## src/rtl/counter_pkg.sv

```systemverilog
// Shared definitions for the counter exercise set: FSM state encoding and default width.
package counter_pkg;

   typedef enum logic [1:0] {
      IDLE = 2'd0,
      RUN  = 2'd1,
      HOLD = 2'd2,
      DONE = 2'd3
   } state_e;

   localparam int COUNTER_WIDTH_DEFAULT = 8;

endpackage

```

## src/rtl/countdown_timer_if.sv

```systemverilog
// Control/status bundle of the countdown timer; 'state' is a debug view of the FSM.
interface countdown_timer_if #(
   parameter int WIDTH = counter_pkg::COUNTER_WIDTH_DEFAULT
);
   // Level-sampled controls: every input is taken on each rising clk edge, no handshake
   // back-pressure; start/load are simply ignored in states that do not accept them.
   logic               load;
   logic [WIDTH-1:0]   load_val;
   logic               start;
   logic               stop;
   logic               pause;
   logic               reload;
   logic [WIDTH-1:0]   count;
   logic               busy;
   logic               paused;
   logic               tc;
   logic               done;
   counter_pkg::state_e state;

   modport master (
      output load, load_val, start, stop, pause, reload,
      input  count, busy, paused, tc, done, state
   );

   modport slave (
      input  load, load_val, start, stop, pause, reload,
      output count, busy, paused, tc, done, state
   );
endinterface

```

## src/rtl/countdown_timer.sv

```systemverilog
// Loadable down-counter with pause, stop and optional auto-reload from a shadow register.
module countdown_timer
   import counter_pkg::*;
#(
   parameter int WIDTH = COUNTER_WIDTH_DEFAULT
) (
   input  logic                  clk,
   input  logic                  reset,
   countdown_timer_if.slave      bus
);

   state_e           state_q, state_d;
   logic [WIDTH-1:0] count_q, count_d;
   logic [WIDTH-1:0] shadow_q, shadow_d;
   logic             tc_q, tc_d;

   always_ff @(posedge clk) begin
      if (reset) begin
         state_q  <= IDLE;
         count_q  <= '0;
         shadow_q <= '0;
         tc_q     <= 1'b0;
      end else begin
         state_q  <= state_d;
         count_q  <= count_d;
         shadow_q <= shadow_d;
         tc_q     <= tc_d;
      end
   end

   // Priority on each edge: stop > load > start > pause > decrement.
   always_comb begin
      state_d  = state_q;
      count_d  = count_q;
      shadow_d = shadow_q;
      tc_d     = 1'b0;
      if (bus.stop) begin
         state_d = IDLE;
      end else begin
         unique case (state_q)
            IDLE: begin
               if (bus.load) begin
                  count_d  = bus.load_val;
                  shadow_d = bus.load_val;
               end else if (bus.start && (count_q != '0)) begin
                  state_d = RUN;
               end
            end
            RUN, HOLD: begin
               if (bus.pause) begin
                  state_d = HOLD;
               end else if (count_q == WIDTH'(1)) begin
                  tc_d = 1'b1;
                  if (bus.reload) begin
                     count_d = shadow_q;
                     state_d = RUN;
                  end else begin
                     count_d = '0;
                     state_d = DONE;
                  end
               end else begin
                  state_d = RUN;
                  // Never wrap below zero even if entered with an empty count.
                  if (count_q != '0) count_d = count_q - WIDTH'(1);
               end
            end
            DONE: begin
               if (bus.load) begin
                  count_d  = bus.load_val;
                  shadow_d = bus.load_val;
                  state_d  = IDLE;
               end else if (bus.start && (shadow_q != '0)) begin
                  count_d = shadow_q;
                  state_d = RUN;
               end
            end
            default: state_d = IDLE;
         endcase
      end
   end

   always_comb begin
      bus.count  = count_q;
      bus.tc     = tc_q;
      bus.busy   = (state_q == RUN) || (state_q == HOLD);
      bus.paused = (state_q == HOLD);
      bus.done   = (state_q == DONE);
      bus.state  = state_q;
   end

endmodule
```

## src/flat_wrapper.sv

```systemverilog
// flat-port wrapper written by rule: the top's interface ports become plain ports
module countdown_timer_flat import counter_pkg::*;
#(
   parameter int WIDTH = COUNTER_WIDTH_DEFAULT
)
  (clk, reset, bus_load, bus_load_val, bus_start, bus_stop, bus_pause, bus_reload, bus_count, bus_busy, bus_paused, bus_tc, bus_done, bus_state);
  countdown_timer_if #(.WIDTH(WIDTH)) bus_i ();
  input  logic clk;
  input  logic reset;
  input wire logic [$bits(bus_i.load)-1:0] bus_load;
  input wire logic [$bits(bus_i.load_val)-1:0] bus_load_val;
  input wire logic [$bits(bus_i.start)-1:0] bus_start;
  input wire logic [$bits(bus_i.stop)-1:0] bus_stop;
  input wire logic [$bits(bus_i.pause)-1:0] bus_pause;
  input wire logic [$bits(bus_i.reload)-1:0] bus_reload;
  output wire logic [$bits(bus_i.count)-1:0] bus_count;
  output wire logic [$bits(bus_i.busy)-1:0] bus_busy;
  output wire logic [$bits(bus_i.paused)-1:0] bus_paused;
  output wire logic [$bits(bus_i.tc)-1:0] bus_tc;
  output wire logic [$bits(bus_i.done)-1:0] bus_done;
  output wire logic [$bits(bus_i.state)-1:0] bus_state;
  assign bus_i.load = bus_load;
  assign bus_i.load_val = bus_load_val;
  assign bus_i.start = bus_start;
  assign bus_i.stop = bus_stop;
  assign bus_i.pause = bus_pause;
  assign bus_i.reload = bus_reload;
  assign bus_count = bus_i.count;
  assign bus_busy = bus_i.busy;
  assign bus_paused = bus_i.paused;
  assign bus_tc = bus_i.tc;
  assign bus_done = bus_i.done;
  assign bus_state = bus_i.state;
  countdown_timer #(.WIDTH(WIDTH)) u_core (.clk(clk), .reset(reset), .bus(bus_i));
endmodule
```

## config.mk

```make
export PLATFORM = sky130hd
export DESIGN_NAME = countdown_timer_flat
export DESIGN_NICKNAME = d
export VERILOG_FILES = /design/src/rtl/counter_pkg.sv /design/src/rtl/countdown_timer_if.sv /design/src/rtl/countdown_timer.sv /design/src/flat_wrapper.sv
export SDC_FILE = /design/constraint.sdc
export NUM_CORES = 1
export LEC_CHECK = 0
export ABC_AREA = 1
export BUFFER_PORTS_ARGS = -buffer_cell sky130_fd_sc_hd__buf_2
export CAP_MARGIN = 20
export CORE_ASPECT_RATIO = 0.7
export CORE_MARGIN = 2
export CORE_UTILIZATION = 40
export CTS_CLUSTER_DIAMETER = 50
export DETAILED_ROUTE_END_ITERATION = 7
export PLACE_DENSITY = 0.59
export SETUP_SLACK_MARGIN = 0.3
export SLEW_MARGIN = 15
export SYNTH_ARGS = -nofsm -noshare
export SYNTH_HDL_FRONTEND = slang
export SYNTH_SLANG_ARGS = --single-unit
```

## constraint.sdc

```tcl
create_clock -name clk -period 2.03 [get_ports clk]
set_input_delay 0.5075 -clock clk [delete_from_list [all_inputs] [get_ports clk]]
set_output_delay 0.5075 -clock clk [all_outputs]
set_load 0.01 [all_outputs]
```

==> results.md <==
* Status: finished, final reports clean
* Number of global-route vias before repair at 1201
* # IOs at 29
* Max Buffers Root-to-Sink at 2
* Synth top area cells: dfxtp_1 28%, nand2_1 12%, nor2_1 9.4%
* WS Path Type: register to primary output
* Die Ht at 52.7 um
* Number of hold violations in the final report at 0
* Final slew viol count at 0
* Number of CTS-inserted buffers at 3
* CP Launch Type: register
* Period utilization at 82.2%
* Buffers on Ports at 28
* Drt drc at 0
* Fmax achieved at 599 MHz
* Leakage at 0.000786 uW
* Antenna fix cells at 0
* Total negative slack at 0 ns
* Sequential share of the synthesized area at 28.1%
* Core Footprint at 3190 um2
* Share of cells above drive strength 1 at 22.0%
* Worst-Margin Slew at 0.322 ns
* WL final at 3590 um
* CTS HTree Levels at 1
* Placer congestion estimate at 0.841
* Syn Std Cell Area at 1350 um2
* Area leader, netlist: dfxtp_1
* Vias per cell at 5.09
* Pwr dens at 749 nW/um2
* DR iter-0 viols at 70
* Max FO, Critical Path at 7
* Yosys top cell area share at 28.1%
* Layout fillers at 349
* Cell row count at 17
* Inst Count DP at 281
* EDFF count, synth at 0
* Dpl cell area at 1530 um2
* Req. time, crit path at 1.52 ns
* CTS tree: built
* CTS sink cnt at 19
* GRT Total Usage at 18.8%
* Cell with the most instances after synthesis: nand2_1
* Die Footprint at 3870 um2
* Clk slew on worst S/H paths at 0.08 ns
* FF+latch count, synth at 19
* Starting Density at 42.4%
* Mean Syn Cell Area at 6.23 um2
* Root Buffer: clkbuf_8
* Top cells by count, synth: 45 x nand2_1, 34 x nor2_1, 26 x inv_1
* Final nets at 273
* Antenna violations before repair at 0
* Post-DP HPWL at 2880 um
* Ys flop type: dfxtp_1
* Non-Filler Instances at 288
* Max-slew headroom at 78.5%
* Final min period at 1.67 ns
* Clock Latency Late Sink at 0.26 ns
* Crit. End Element: primary output
* Ys async rst share at 0%
* Cells after Synth at 217
* Layout area overhead at 20.0%
* Net count after synthesis at 239
* RSZ-0062 raised after global routing: false
* Clock skew at 0.00626 ns
* First-pass GRT wire length at 5510 um
* Largest net degree at the start of global routing at 13
* Syn. warnings at 0
* DIE WIDTH at 73.5 um
* Drt wl/cell at 12.5 um
* GR Overflow Total at 0
* Critical path data arrival time at 1.16 ns
* Final ANT Viol Nets at 0
* Max VDD drop at 390 uV
* Via count at 1465
* Netlist cell types at 24
* Final non-filler cell area at 1620 um2
* Max cap viols at 0
* Hold Slack at 0.487 ns
* Worst hold path class: primary input to register
* # setup viols final at 0
* TritonRoute pass-1 iters at 4
-- final cells by class --
cell class,count,area [um2],area share (%)
clock inverter,1,5.00,0.308
timing repair buffer,34,185,11.4
sequential,19,383,23.6
clock buffer,3,41.3,2.54
tap,38,47.5,2.93
multi-input combinational,165,856,52.7
inverter,28,105,6.48
-- metrics by stage --
stage / power [uW] / utilization (%) / worst slack (ns)
2_1_floorplan: 792 / - / 0.326
3_3_place_gp: 930 / 47.9 / 0.252
3_5_place_dp: 924 / 47.9 / 0.194
4_1_cts: 1200 / 49.8 / 0.312
5_1_grt: 1310 / 50.9 / 0.303
6_report: 1220 / 50.9 / 0.361
-- report_power, final --
group	internal [uW]	switching, uW	total, uW
Clock	137	132	269
Combinational	191	303	494
Sequential	411	42.8	453
Total	738	478	1220
-- critical path, cell delays in order (launching register included) --
cell	delay, ns
dfxtp_2	0.35
inv_1	0.10
ha_4	0.32
buf_2	0.14
-- timing repair --
item	CTS	global route
resized for setup	2	7
hold buffers	0	0
endpoints found under the setup margin	9	7
setup buffers	0	3
pin swaps	0	2
-- sequential cells by signal (all words and copies together), names as in the netlist --
| name | flops |
|---|---|
| u_core.bus.tc | 1 |
| u_core.shadow_q | 8 |
| u_core.bus.count | 8 |
| u_core.bus.state | 2 |
-- layer usage --
metal | part of all wire [%] | global-route usage (%)
met1 | 54 | 28.1
met2 | 40 | 27.2
met3 | 5.5 | 4.62
met4 | 0.19 | 2.73
met5 | 0 | 0
-- layout by cell type (no fill, tap or decap), drive strengths merged --
cell / netlist / layout
nand2: 47 / 47
nor2: 38 / 38
buf: 2 / 34
inv: 28 / 28
o21ai: 24 / 24
a21oi: 23 / 23
dfxtp: 19 / 19
nand3: 16 / 16
ha: 7 / 7
clkbuf: 3 / 3
a211oi: 2 / 2
a22oi: 2 / 2
o211ai: 2 / 2
nor3: 1 / 1
o31ai: 1 / 1
nand4: 1 / 1
xor2: 1 / 1
clkinv: 0 / 1
-- logic make-up after synthesis --
logic type | after synthesis | share of synthesized area, %
simple gates | 103 | 32.9
compound gates | 54 | 21.6
buf+inv | 33 | 10.3
flops | 19 | 28.1
fa+ha+maj | 7 | 6.48
xor+xnor | 1 | 0.648
-- path summary, 6_finish.rpt --
| check | start | to | slack, ns | cells past startpoint |
|---|---|---|---|---|
| worst min-delay path | reset | u_core.bus.count[2] | 0.49 | 2 |
| worst max register to register | u_core.bus.state[1] | u_core.bus.count[5] | 0.39 | 8 |
| worst max-delay path | u_core.bus.state[1] | bus_busy | 0.36 | 3 |
| worst min register to register | u_core.shadow_q[0] | u_core.shadow_q[0] | 0.51 | 2 |
Note: power is estimated with default switching activity, not from simulation.
